[src/rtl/z80_trace_pkg.sv]
// z80_trace_pkg: shared types for the Z80 bus tracer.
//   kind_e        - 3-bit bus cycle classification (FETCH, MRD, MWR, IORD, IOWR, INTACK)
//   KIND_*        - the same encodings as named constants
//   state_e       - classifier FSM states
//   trace_entry_t - {kind, addr, data} as stored in the trace FIFO
// Optional feature macro: Z80_TRACE_TIMESTAMP_EN (the timestamp is appended by the top level).
package z80_trace_pkg;

   typedef enum logic [2:0] {
      KindFetch  = 3'd0,
      KindMrd    = 3'd1,
      KindMwr    = 3'd2,
      KindIord   = 3'd3,
      KindIowr   = 3'd4,
      KindIntack = 3'd5
   } kind_e;

   localparam kind_e KIND_FETCH  = KindFetch;
   localparam kind_e KIND_MRD    = KindMrd;
   localparam kind_e KIND_MWR    = KindMwr;
   localparam kind_e KIND_IORD   = KindIord;
   localparam kind_e KIND_IOWR   = KindIowr;
   localparam kind_e KIND_INTACK = KindIntack;

   typedef enum logic {StIdle, StActive} state_e;

   // The timestamp width is a top-level parameter, so it is not part of this struct.
   typedef struct packed {
      kind_e       kind;
      logic [15:0] addr;
      logic [7:0]  data;
   } trace_entry_t;

   localparam int unsigned ENTRY_W = $bits(trace_entry_t);

   function automatic logic kind_is_write(kind_e k);
      return (k == KindMwr) || (k == KindIowr);
   endfunction

endpackage

[src/rtl/z80_bus_tracer_if.sv]
// z80_bus_tracer_if: CPU bus strobes/address/data observed by the tracer, plus the trace
// read-out handshake.
//   master - the CPU/bench side: drives the bus and tr_ready, reads the trace head
//   slave  - the tracer: observes the bus, presents tr_valid/tr_kind/tr_addr/tr_data/tr_ts
// Parameter TS_W sizes tr_ts (only meaningful with Z80_TRACE_TIMESTAMP_EN).
interface z80_bus_tracer_if #(
   parameter int unsigned TS_W = 16
);
   logic            m1_n;
   logic            mreq_n;
   logic            iorq_n;
   logic            rd_n;
   logic            wr_n;
   logic            rfsh_n;
   logic [15:0]     A;
   logic [7:0]      di;
   logic [7:0]      dout;
   logic            tr_valid;
   logic            tr_ready;
   logic [2:0]      tr_kind;
   logic [15:0]     tr_addr;
   logic [7:0]      tr_data;
   logic [TS_W-1:0] tr_ts;

   modport master (
      output m1_n, mreq_n, iorq_n, rd_n, wr_n, rfsh_n, A, di, dout, tr_ready,
      input  tr_valid, tr_kind, tr_addr, tr_data, tr_ts
   );

   modport slave (
      input  m1_n, mreq_n, iorq_n, rd_n, wr_n, rfsh_n, A, di, dout, tr_ready,
      output tr_valid, tr_kind, tr_addr, tr_data, tr_ts
   );
endinterface

[src/rtl/z80_trace_fifo.sv]
// z80_trace_fifo: generic synchronous FIFO with clock enable.
//   clk, reset  - clock, synchronous active-high reset (flushes, clears held output)
//   en          - clock enable; nothing changes when 0
//   push, wdata - write request; accepted when not full, or when full and a pop happens too
//   pop         - read request; ignored when empty
//   rdata       - head entry, or the last popped entry while empty (0 after reset)
//   full, empty - occupancy flags
// Parameters: DEPTH (power of two, >= 2), WIDTH (entry bits).
module z80_trace_fifo #(
   parameter int unsigned DEPTH = 16,
   parameter int unsigned WIDTH = 27
) (
   input  logic             clk,
   input  logic             reset,
   input  logic             en,
   input  logic             push,
   input  logic [WIDTH-1:0] wdata,
   input  logic             pop,
   output logic [WIDTH-1:0] rdata,
   output logic             full,
   output logic             empty
);
   localparam int unsigned PTR_W = $clog2(DEPTH);
   localparam int unsigned CNT_W = PTR_W + 1;

   logic [WIDTH-1:0] mem_q [DEPTH];
   logic [PTR_W-1:0] wr_ptr_q, rd_ptr_q;
   logic [CNT_W-1:0] count_q;
   logic [WIDTH-1:0] last_q;
   logic             do_push, do_pop;

   assign empty   = (count_q == '0);
   assign full    = (count_q == CNT_W'(DEPTH));
   assign do_pop  = en & pop & ~empty;
   assign do_push = en & push & (~full | do_pop);
   assign rdata   = empty ? last_q : mem_q[rd_ptr_q];

   always_ff @(posedge clk) begin
      if (do_push) begin
         mem_q[wr_ptr_q] <= wdata;
      end
   end

   always_ff @(posedge clk) begin
      if (reset) begin
         wr_ptr_q <= '0;
         rd_ptr_q <= '0;
         count_q  <= '0;
         last_q   <= '0;
      end else begin
         if (do_push) begin
            wr_ptr_q <= wr_ptr_q + PTR_W'(1);
         end
         if (do_pop) begin
            rd_ptr_q <= rd_ptr_q + PTR_W'(1);
            last_q   <= mem_q[rd_ptr_q];
         end
         if (do_push && !do_pop) begin
            count_q <= count_q + CNT_W'(1);
         end else if (do_pop && !do_push) begin
            count_q <= count_q - CNT_W'(1);
         end
      end
   end
endmodule

[src/rtl/z80_bus_tracer.sv]
// z80_bus_tracer: passive tv80s bus observer. Classifies each completed bus cycle and queues
// {kind, addr, data[, ts]} in a trace FIFO.
//   clk, reset - CPU clock, synchronous active-high reset
//   cen        - CPU clock enable; all state holds when 0
//   bus        - z80_bus_tracer_if.slave: CPU strobes, A, di, dout in; trace head + tr_ready
//   overflow   - sticky: an entry was dropped because the FIFO was full
//   m1_count   - completed FETCH cycles (wraps)
// Parameters: DEPTH (FIFO entries, power of two >= 2), TS_W (timestamp width).
// Optional feature: define Z80_TRACE_TIMESTAMP_EN to stamp each entry with the free-running
// cen-cycle count at the start of its bus cycle; otherwise tr_ts is tied to 0.
module z80_bus_tracer
   import z80_trace_pkg::*;
#(
   parameter int unsigned DEPTH = 16,
   parameter int unsigned TS_W  = 16
) (
   input  logic            clk,
   input  logic            reset,
   input  logic            cen,
   z80_bus_tracer_if.slave bus,
   output logic            overflow,
   output logic [15:0]     m1_count
);
`ifdef Z80_TRACE_TIMESTAMP_EN
   localparam int unsigned FIFO_W = ENTRY_W + TS_W;
   logic [TS_W-1:0] ts_q, ts_start_q, ts_start_d;
`else
   localparam int unsigned FIFO_W = ENTRY_W;
`endif

   logic         mem_act, io_act, cyc_act;
   kind_e        cyc_kind;
   state_e       state_q, state_d;
   kind_e        kind_q, kind_d;
   logic [15:0]  addr_q, addr_d;
   logic [7:0]   data_q, data_d;
   logic         block_q;
   logic         push, pop_fire;
   logic         fifo_full, fifo_empty;
   trace_entry_t push_entry, head_entry;
   logic [FIFO_W-1:0] fifo_wdata, fifo_rdata;

   // Bus decode: refresh and unqualified strobes are not cycles.
   always_comb begin
      mem_act = ~bus.mreq_n & (~bus.rd_n | ~bus.wr_n) & bus.rfsh_n;
      io_act  = ~bus.iorq_n & (~bus.rd_n | ~bus.wr_n | ~bus.m1_n);
      cyc_act = mem_act | io_act;
      if (!bus.m1_n && !bus.iorq_n) begin
         cyc_kind = KindIntack;
      end else if (mem_act) begin
         cyc_kind = !bus.m1_n ? KindFetch : (!bus.wr_n ? KindMwr : KindMrd);
      end else begin
         cyc_kind = !bus.wr_n ? KindIowr : KindIord;
      end
   end

   always_comb begin
      state_d = state_q;
      kind_d  = kind_q;
      addr_d  = addr_q;
      data_d  = data_q;
      push    = 1'b0;
`ifdef Z80_TRACE_TIMESTAMP_EN
      ts_start_d = ts_start_q;
`endif
      if (cen) begin
         unique case (state_q)
            StIdle: begin
               // block_q: a cycle already running when reset was released is ignored.
               if (cyc_act && !block_q) begin
                  state_d = StActive;
                  kind_d  = cyc_kind;
                  addr_d  = bus.A;
                  data_d  = kind_is_write(cyc_kind) ? bus.dout : bus.di;
`ifdef Z80_TRACE_TIMESTAMP_EN
                  ts_start_d = ts_q;
`endif
               end
            end
            StActive: begin
               if (cyc_act) begin
                  addr_d = bus.A;
                  data_d = kind_is_write(kind_q) ? bus.dout : bus.di;
               end else begin
                  state_d = StIdle;
                  push    = 1'b1;
               end
            end
         endcase
      end
   end

   assign pop_fire = cen & bus.tr_ready & ~fifo_empty;

   always_ff @(posedge clk) begin
      if (reset) begin
         state_q  <= StIdle;
         kind_q   <= KindFetch;
         addr_q   <= '0;
         data_q   <= '0;
         block_q  <= 1'b1;
         overflow <= 1'b0;
         m1_count <= '0;
      end else begin
         state_q <= state_d;
         kind_q  <= kind_d;
         addr_q  <= addr_d;
         data_q  <= data_d;
         if (cen && !cyc_act) begin
            block_q <= 1'b0;
         end
         if (push && fifo_full && !pop_fire) begin
            overflow <= 1'b1;
         end
         // Counted even when the entry itself is dropped.
         if (push && (kind_q == KindFetch)) begin
            m1_count <= m1_count + 16'd1;
         end
      end
   end

`ifdef Z80_TRACE_TIMESTAMP_EN
   always_ff @(posedge clk) begin
      if (reset) begin
         ts_q       <= '0;
         ts_start_q <= '0;
      end else if (cen) begin
         ts_q       <= ts_q + TS_W'(1);
         ts_start_q <= ts_start_d;
      end
   end
`endif

   always_comb begin
      push_entry.kind = kind_q;
      push_entry.addr = addr_q;
      push_entry.data = data_q;
   end

`ifdef Z80_TRACE_TIMESTAMP_EN
   assign fifo_wdata = {ts_start_q, push_entry};
   assign bus.tr_ts  = fifo_rdata[FIFO_W-1:ENTRY_W];
`else
   assign fifo_wdata = push_entry;
   assign bus.tr_ts  = '0;
`endif

   z80_trace_fifo #(
      .DEPTH (DEPTH),
      .WIDTH (FIFO_W)
   ) u_fifo (
      .clk   (clk),
      .reset (reset),
      .en    (cen),
      .push  (push),
      .wdata (fifo_wdata),
      .pop   (bus.tr_ready),
      .rdata (fifo_rdata),
      .full  (fifo_full),
      .empty (fifo_empty)
   );

   assign head_entry   = trace_entry_t'(fifo_rdata[ENTRY_W-1:0]);
   assign bus.tr_valid = ~fifo_empty;
   assign bus.tr_kind  = head_entry.kind;
   assign bus.tr_addr  = head_entry.addr;
   assign bus.tr_data  = head_entry.data;
endmodule

[src/flat_wrapper.sv]
// flat-port wrapper written by rule: the top's interface ports become plain ports
module z80_bus_tracer_flat import z80_trace_pkg::*;
#(
   parameter int unsigned DEPTH = 16,
   parameter int unsigned TS_W  = 16
)
  (clk, reset, cen, overflow, m1_count, bus_m1_n, bus_mreq_n, bus_iorq_n, bus_rd_n, bus_wr_n, bus_rfsh_n, bus_A, bus_di, bus_dout, bus_tr_ready, bus_tr_valid, bus_tr_kind, bus_tr_addr, bus_tr_data, bus_tr_ts);
  z80_bus_tracer_if #(.TS_W(TS_W)) bus_i ();
  input  logic clk;
  input  logic reset;
  input  logic cen;
  output logic overflow;
  output logic [15:0] m1_count;
  input wire logic [$bits(bus_i.m1_n)-1:0] bus_m1_n;
  input wire logic [$bits(bus_i.mreq_n)-1:0] bus_mreq_n;
  input wire logic [$bits(bus_i.iorq_n)-1:0] bus_iorq_n;
  input wire logic [$bits(bus_i.rd_n)-1:0] bus_rd_n;
  input wire logic [$bits(bus_i.wr_n)-1:0] bus_wr_n;
  input wire logic [$bits(bus_i.rfsh_n)-1:0] bus_rfsh_n;
  input wire logic [$bits(bus_i.A)-1:0] bus_A;
  input wire logic [$bits(bus_i.di)-1:0] bus_di;
  input wire logic [$bits(bus_i.dout)-1:0] bus_dout;
  input wire logic [$bits(bus_i.tr_ready)-1:0] bus_tr_ready;
  output wire logic [$bits(bus_i.tr_valid)-1:0] bus_tr_valid;
  output wire logic [$bits(bus_i.tr_kind)-1:0] bus_tr_kind;
  output wire logic [$bits(bus_i.tr_addr)-1:0] bus_tr_addr;
  output wire logic [$bits(bus_i.tr_data)-1:0] bus_tr_data;
  output wire logic [$bits(bus_i.tr_ts)-1:0] bus_tr_ts;
  assign bus_i.m1_n = bus_m1_n;
  assign bus_i.mreq_n = bus_mreq_n;
  assign bus_i.iorq_n = bus_iorq_n;
  assign bus_i.rd_n = bus_rd_n;
  assign bus_i.wr_n = bus_wr_n;
  assign bus_i.rfsh_n = bus_rfsh_n;
  assign bus_i.A = bus_A;
  assign bus_i.di = bus_di;
  assign bus_i.dout = bus_dout;
  assign bus_i.tr_ready = bus_tr_ready;
  assign bus_tr_valid = bus_i.tr_valid;
  assign bus_tr_kind = bus_i.tr_kind;
  assign bus_tr_addr = bus_i.tr_addr;
  assign bus_tr_data = bus_i.tr_data;
  assign bus_tr_ts = bus_i.tr_ts;
  z80_bus_tracer #(.DEPTH(DEPTH), .TS_W(TS_W)) u_core (.clk(clk), .reset(reset), .cen(cen), .bus(bus_i), .overflow(overflow), .m1_count(m1_count));
endmodule
[config.mk]
export PLATFORM = sky130hd
export DESIGN_NAME = z80_bus_tracer_flat
export DESIGN_NICKNAME = d
export VERILOG_FILES = /design/src/rtl/z80_trace_pkg.sv /design/src/rtl/z80_bus_tracer_if.sv /design/src/rtl/z80_trace_fifo.sv /design/src/rtl/z80_bus_tracer.sv /design/src/flat_wrapper.sv
export SDC_FILE = /design/constraint.sdc
export NUM_CORES = 1
export LEC_CHECK = 0
export ABC_AREA = 1
export CELL_PAD_IN_SITES_DETAIL_PLACEMENT = 0
export CELL_PAD_IN_SITES_GLOBAL_PLACEMENT = 1
export CORE_AREA = 2 2 264 266
export DETAILED_ROUTE_END_ITERATION = 8
export DIE_AREA = 0 0 266 268
export PLACE_DENSITY_LB_ADDON = 0.12
export RECOVER_POWER = 100
export REMOVE_ABC_BUFFERS = 1
export SKIP_CTS_REPAIR_TIMING = 1
export SLEW_MARGIN = 10
export SYNTH_ARGS = -nofsm -noshare
export SYNTH_HDL_FRONTEND = slang
export SYNTH_SLANG_ARGS = --single-unit
[constraint.sdc]
create_clock -name clk -period 9.45 [get_ports clk]
set_input_delay 1.4175 -clock clk [delete_from_list [all_inputs] [get_ports clk]]
set_output_delay 1.4175 -clock clk [all_outputs]
set_load 0.1 [all_outputs]
-- Word-level counts from Yosys, hierarchy flattened
Memories as Yosys holds them, arrays and structs flattened. A register that Yosys moved wholly into a read port is not among the register bits.
Cells that the tools add are included.
W data, S select, Z words.
- bitwise operators: 19
- add/sub/neg operators: 5
- muxes and demuxes: 26
- reductions and logical operators: 21
- equality and inequality tests: 7
- operators with widths (cell ; count):
    $mux W16 ; 2
    $mux W8 ; 4
    $pmux W16 S2 ; 1
    $mux W27 ; 1
    $add A16 B1 Y16 const B ; 1
    $pmux W8 S2 ; 1
    $mux W3 ; 4
    $mux W5 ; 2
    $add A4 B1 Y4 const B ; 2
    $logic_and A1 B1 Y1 ; 8
    $mux W4 ; 2
    $not A1 Y1 ; 8
    $and A1 B1 Y1 ; 7
    $mux W1 ; 7
    $eq A3 B2 Y1 const B ; 2
    $eq A3 B3 Y1 const B ; 2
    $logic_not A1 Y1 ; 6
    $reduce_and A3 Y1 ; 2
    $add A5 B1 Y5 const B ; 1
    $eq A5 B5 Y1 const B ; 1
    $logic_not A5 Y1 ; 1
    $sub A5 B1 Y5 const B ; 1
    $ne A2 B1 Y1 const B ; 2
    $or A1 B1 Y1 ; 4
    other kinds (5) ; 6
- memories kept: 1
- word-level logic and storage cells: 90
- bits of input ports: 42
- output and inout port bits: 61
- flip-flop bits (word level): 86
- memory bits (writable): 432
- memory list (memory ; words ; bits a word ; rd ports ; clocked after Yosys merged registers in ; write ports ; line ; text):
    u_core.u_fifo.mem_q ; 16 ; 27 ; 1 ; 1 ; 1 ; z80_trace_fifo.sv:26 ; logic [WIDTH-1:0] mem_q [DEPTH];

-- Depth between registers and ports, before layout
- depth after elaboration: 14
- gate-level depth with buffers: 16
- depth with buffers taken out: 16

-- Hierarchy
A second synthesis with hierarchy kept.
- cells, all modules: 2477
- area total of the unflattened synthesis: 23177.2 um^2
- modules (own cells, without submodules) (module ; times used ; area each (um^2) ; seq. area each (um^2) ; cells each):
    z80_trace_fifo ; 1 ; 20548.5 ; 13853.3 ; 2072
    z80_bus_tracer ; 1 ; 2628.8 ; 920.9 ; 405

-- Least setup slack after synthesis
OpenSTA, ideal clock, no wires.
- kind: input to register
- start point: in bus_mreq_n
- end point: mem u_core.u_fifo.mem_q[11][0] (enable)
- required time: 9.005 ns
- path buffers: 0
- cell stages on the path: 8
- arrival: 3.956 ns
- setup slack: 5.049 ns
- setup time: 0.445 ns
- cells stage by stage: inv_1 -> nand2_1 -> nand2_1 -> o21ai_2 -> nand2_1 -> nor2_1 -> nand2_1 -> nor3_1
- longest elaborated chain between the ends: 11
- ends and longest elaborated chain (item ; line ; text):
    from (decl) ; flat_wrapper.sv:15 ; input wire logic [$bits(bus_i.mreq_n)-1:0] bus_mreq_n;
    $not A1 Y1 ; z80_bus_tracer.sv:45 ; mem_act = ~bus.mreq_n & (~bus.rd_n | ~bus.wr_n) & bus.rfsh_n;
    $and A1 B1 Y1 (2 in series) ; z80_bus_tracer.sv:45 ;
    $or A1 B1 Y1 ; z80_bus_tracer.sv:47 ; cyc_act = mem_act | io_act;
    $mux W1 ; z80_bus_tracer.sv:81 ; if (cyc_act) begin
    $mux W1 ; z80_bus_tracer.sv:67 ; unique case (state_q)
    $mux W1 ; z80_bus_tracer.sv:66 ; if (cen) begin
    $and A1 B1 Y1 (2 in series) ; z80_trace_fifo.sv:35 ; assign do_push = en & push & (~full | do_pop);
    $mux W1 ; z80_trace_fifo.sv:39 ; if (do_push) begin
    $mux W1 (not written as such) ; z80_trace_fifo.sv:40 ; mem_q[wr_ptr_q] <= wdata;
    to (decl) ; z80_trace_fifo.sv:26 ;
Every way passes these cells.

-- Worst setup path in the final report
- start point: in bus_iorq_n
- end point: mem u_core.u_fifo.mem_q[14][15] (enable)
- longest elaborated chain between the ends: 10
- ends and longest elaborated chain (item ; line ; text):
    from (decl) ; flat_wrapper.sv:16 ; input wire logic [$bits(bus_i.iorq_n)-1:0] bus_iorq_n;
    $not A1 Y1 ; z80_bus_tracer.sv:46 ; io_act = ~bus.iorq_n & (~bus.rd_n | ~bus.wr_n | ~bus.m1_n);
    $and A1 B1 Y1 ; z80_bus_tracer.sv:46 ;
    $or A1 B1 Y1 ; z80_bus_tracer.sv:47 ;
    $mux W1 ; z80_bus_tracer.sv:81 ;
    $mux W1 ; z80_bus_tracer.sv:67 ;
    $mux W1 ; z80_bus_tracer.sv:66 ;
    $and A1 B1 Y1 (2 in series) ; z80_trace_fifo.sv:35 ;
    $mux W1 ; z80_trace_fifo.sv:39 ;
    $mux W1 (not written as such) ; z80_trace_fifo.sv:40 ;
Every way passes these cells.

==> results.ini <==
[detailed_routing]
vias = 16281
routed_wl_um = 65400
drt-initial-drc-count = 953
drt-pass1-iter-count = 5
viasPerCell = 4.71
antenna_left = 0
wl_per_cell_um = 18.9
drc = 0

[grt]
grt_overflow = 0
antenna_found_initial = 1
grt_pass1_wl_um = 98800
grt_pass1_vias = 15847
track_usage_pct = 18.5
grt_max_degree = 217

[timing]
tns_ps = 0
hold_viol = 0
grt_setup_unrepaired = false
tightest_slew_ps = 2810
slew_violations = 511
min_period_ps = 6250
setup_viol = 0
finalClockSkew_ps = 16.1
max_freq_mhz = 160
slew-limit-headroom_pct = -87.6
period_share_pct = 66.2

[clock_tree]
worst_setup_hold_path_clk_slew_ps = 60
cts_buffer_depth = 3
cts_max_level = 2
cts_sinks = 522
cts_buffers = 58
clockRootBuffer = clkbuf_16
cts_tree = built
worstSkewPairLatency_ps = 610

[floorplan]
initial_core_util_pct = 33.8
core_um2 = 68200
io_pins = 103
die_w_um = 266
dieArea_um2 = 71300
row_count = 96
die_y_um = 268

[worst_setup_path]
cpLargestDelayFamily = simple AND/OR/NAND/NOR gates
crit_type = in2reg
ff2ff_setup_slack_ps = 4670
critPathCaptureType = flip-flop
rr_endpoint = u_core.u_fifo.mem_q[14][15]$_DFFE_PP_
cp_num_buf_inv = 2
worstPathRequired_ps = 9650
slowest_stage = nor2_1
slowest_delay_ps = 1570
critPathMaxFanout = 16
crit_chain = dlygate4sd3_1 > nor2_1 > o21ai_0 > nand3_1 > nor2_1 > nand2_1 > nor2_1 > clkbuf_1
critPathArrivalTime_ps = 6460
regToRegStartpoint = u_core.state_q$_SDFFE_PP0P_
r2r_cells = 5
path_common_cell = nor2_1
critPathLaunchType = input port

[yosys]
yosysWarningCount = 0
ys_top_cells_by_count = nand2_1 (938), edfxtp_1 (432), nand3_1 (311), inv_1 (283), nor2_1 (148)
syn-cell-area_um2 = 23100
ys_top_cells_by_area = edfxtp_1 (56%), nand2_1 (15%), dfxtp_1 (7.8%)
synth_edf_count = 432
ys_seq_elements = 522
ys_seq_area_share_pct = 64.0
syn_area_per_cell_um2 = 9.35
yosysUniqueCellTypes = 32
yosys.cell_count.top_type = nand2_1
synth_top_cell_by_area = edfxtp_1
synth_cells = 2468
synthArstFlopShare_pct = 0
synth_top_area_share_pct = 56.2
synth_flop_cell = edfxtp_1

[power_and_ir_drop]
pwr_density_cell_nw_per_um2 = 244
p_leak_nw = 11.0
p_total_mw = 6.46
vdd.ir_drop.worst_mv = 0.203

[place]
gp_congestion = 0.772
io_buffers = 86
dp_hpwl_um = 33500

[cells_and_area]
nets = 2581
fillers = 6809
area_delta_synth_final_pct = 14.6
antenna_cells = 0
layout-drive-gt1-share_pct = 4.31

[min_path]
min_path_cells = 2
hp-class = reg2reg
min_from = u_core.block_q$_SDFFE_PP1P_
hold_path_end = u_core.block_q$_SDFFE_PP1P_

[status]
violations = max-capacitance violations, max-slew violations
status = complete, but fails checks

[run]
cap_violations = 22

-- cells in the final DEF (no fill, tap or decap), drive strengths merged --
cell             n
a21oi           41
buf             11
bufinv           3
clkbuf         109
clkdlybuf4s50   40
clkinv          22
conb            16
dfxtp           90
dlygate4sd3     45
edfxtp         432
fa               1
ha              10
inv            289
nand2          941
nand3          311
nand3b           1
nand4            9
nor2           150
nor3             3
o211ai           1
o21ai           36
o21bai           1
o31ai            1
xnor2            4
xor2            11
-- stage by stage --
stage | cells | hold slack (ps) | setup slack, ps | area (um^2) | utilization (%)
2_1_floorplan | 2352 | 419 | 851 | 22400 | -
3_5_place_dp | 3350 | 441 | 4330 | 24700 | 36.3
5_1_grt | 3460 | 468 | 2880 | 26500 | 38.8
4_1_cts | 3460 | 453 | 3670 | 26600 | 39.0
3_3_place_gp | 3350 | 442 | 4330 | 24700 | 36.3
6_report | 3460 | 449 | 3200 | 26500 | 38.8
-- final cells by class --
type,count,area (um^2),area share (%)
inverter,293,1110,4.20
clock inverter,21,168,0.634
sequential,522,14800,55.9
multi-input combinational,1537,6550,24.8
tap,882,1100,4.17
timing repair buffer,116,1020,3.86
clock buffer,89,1720,6.51
-- layer usage --
metal  share of wire [%]  up-vias  track usage, %
li1                    -     8035               -
met1                  48     7794            25.9
met2                  46      368            30.2
met3                 4.4       84            2.87
met4                 2.1        0            4.69
met5                   0        -               0
-- where the power goes --
part	switching [mW]	leakage, nW	internal, mW
sequential	0.0574	4.82	2.52
combinational	1.28	5.27	0.367
clock	0.909	0.928	1.33
-- state kept, by name (all words and copies together) (netlist names), named ones only --
name                    cells
u_core.data_q               8
u_core.u_fifo.count_q       5
u_core.addr_q              16
u_core.state_q              1
u_core.m1_count            16
u_core.kind_q               3
u_core.u_fifo.rd_ptr_q      4
u_core.block_q              1
u_core.u_fifo.mem_q       432
u_core.u_fifo.wr_ptr_q      4
u_core.overflow             1
u_core.u_fifo.last_q       27
-- kinds of logic after synthesis --
logic type | Yosys count | share of synthesized area, %
compound gates | 80 | 1.81
xor+xnor | 15 | 0.569
fa+ha+maj | 11 | 0.629
buf+inv | 424 | 7.96
flops | 522 | 64.0
other cells | 1 | 0.0162
simple gates | 1415 | 25.0
-- worst max-delay path by stage --
stage / startpoint / slack (ps) / end / cells after the start
finish: bus_iorq_n / 3200 / u_core.u_fifo.mem_q[14][15]$_DFFE_PP_ / 8
floorplan: flip-flop / 850 / bus_tr_addr[10] / 8
global placement: flip-flop / 4330 / bus_tr_addr[5] / 11
detailed placement: flip-flop / 4330 / bus_tr_addr[5] / 11
global route: bus_iorq_n / 2880 / u_core.u_fifo.mem_q[4][15]$_DFFE_PP_ / 8
CTS: flip-flop / 3670 / bus_tr_addr[5] / 11
-- worst reg2reg max path, cell delays in order (launching register included) --
cell and delay [ps]:
dfxtp_1 630, nand3_1 160, nor2_1 510, nand2_1 330
nor2_1 1570, clkbuf_1 1180
Note: power is estimated with default switching activity, not from simulation.
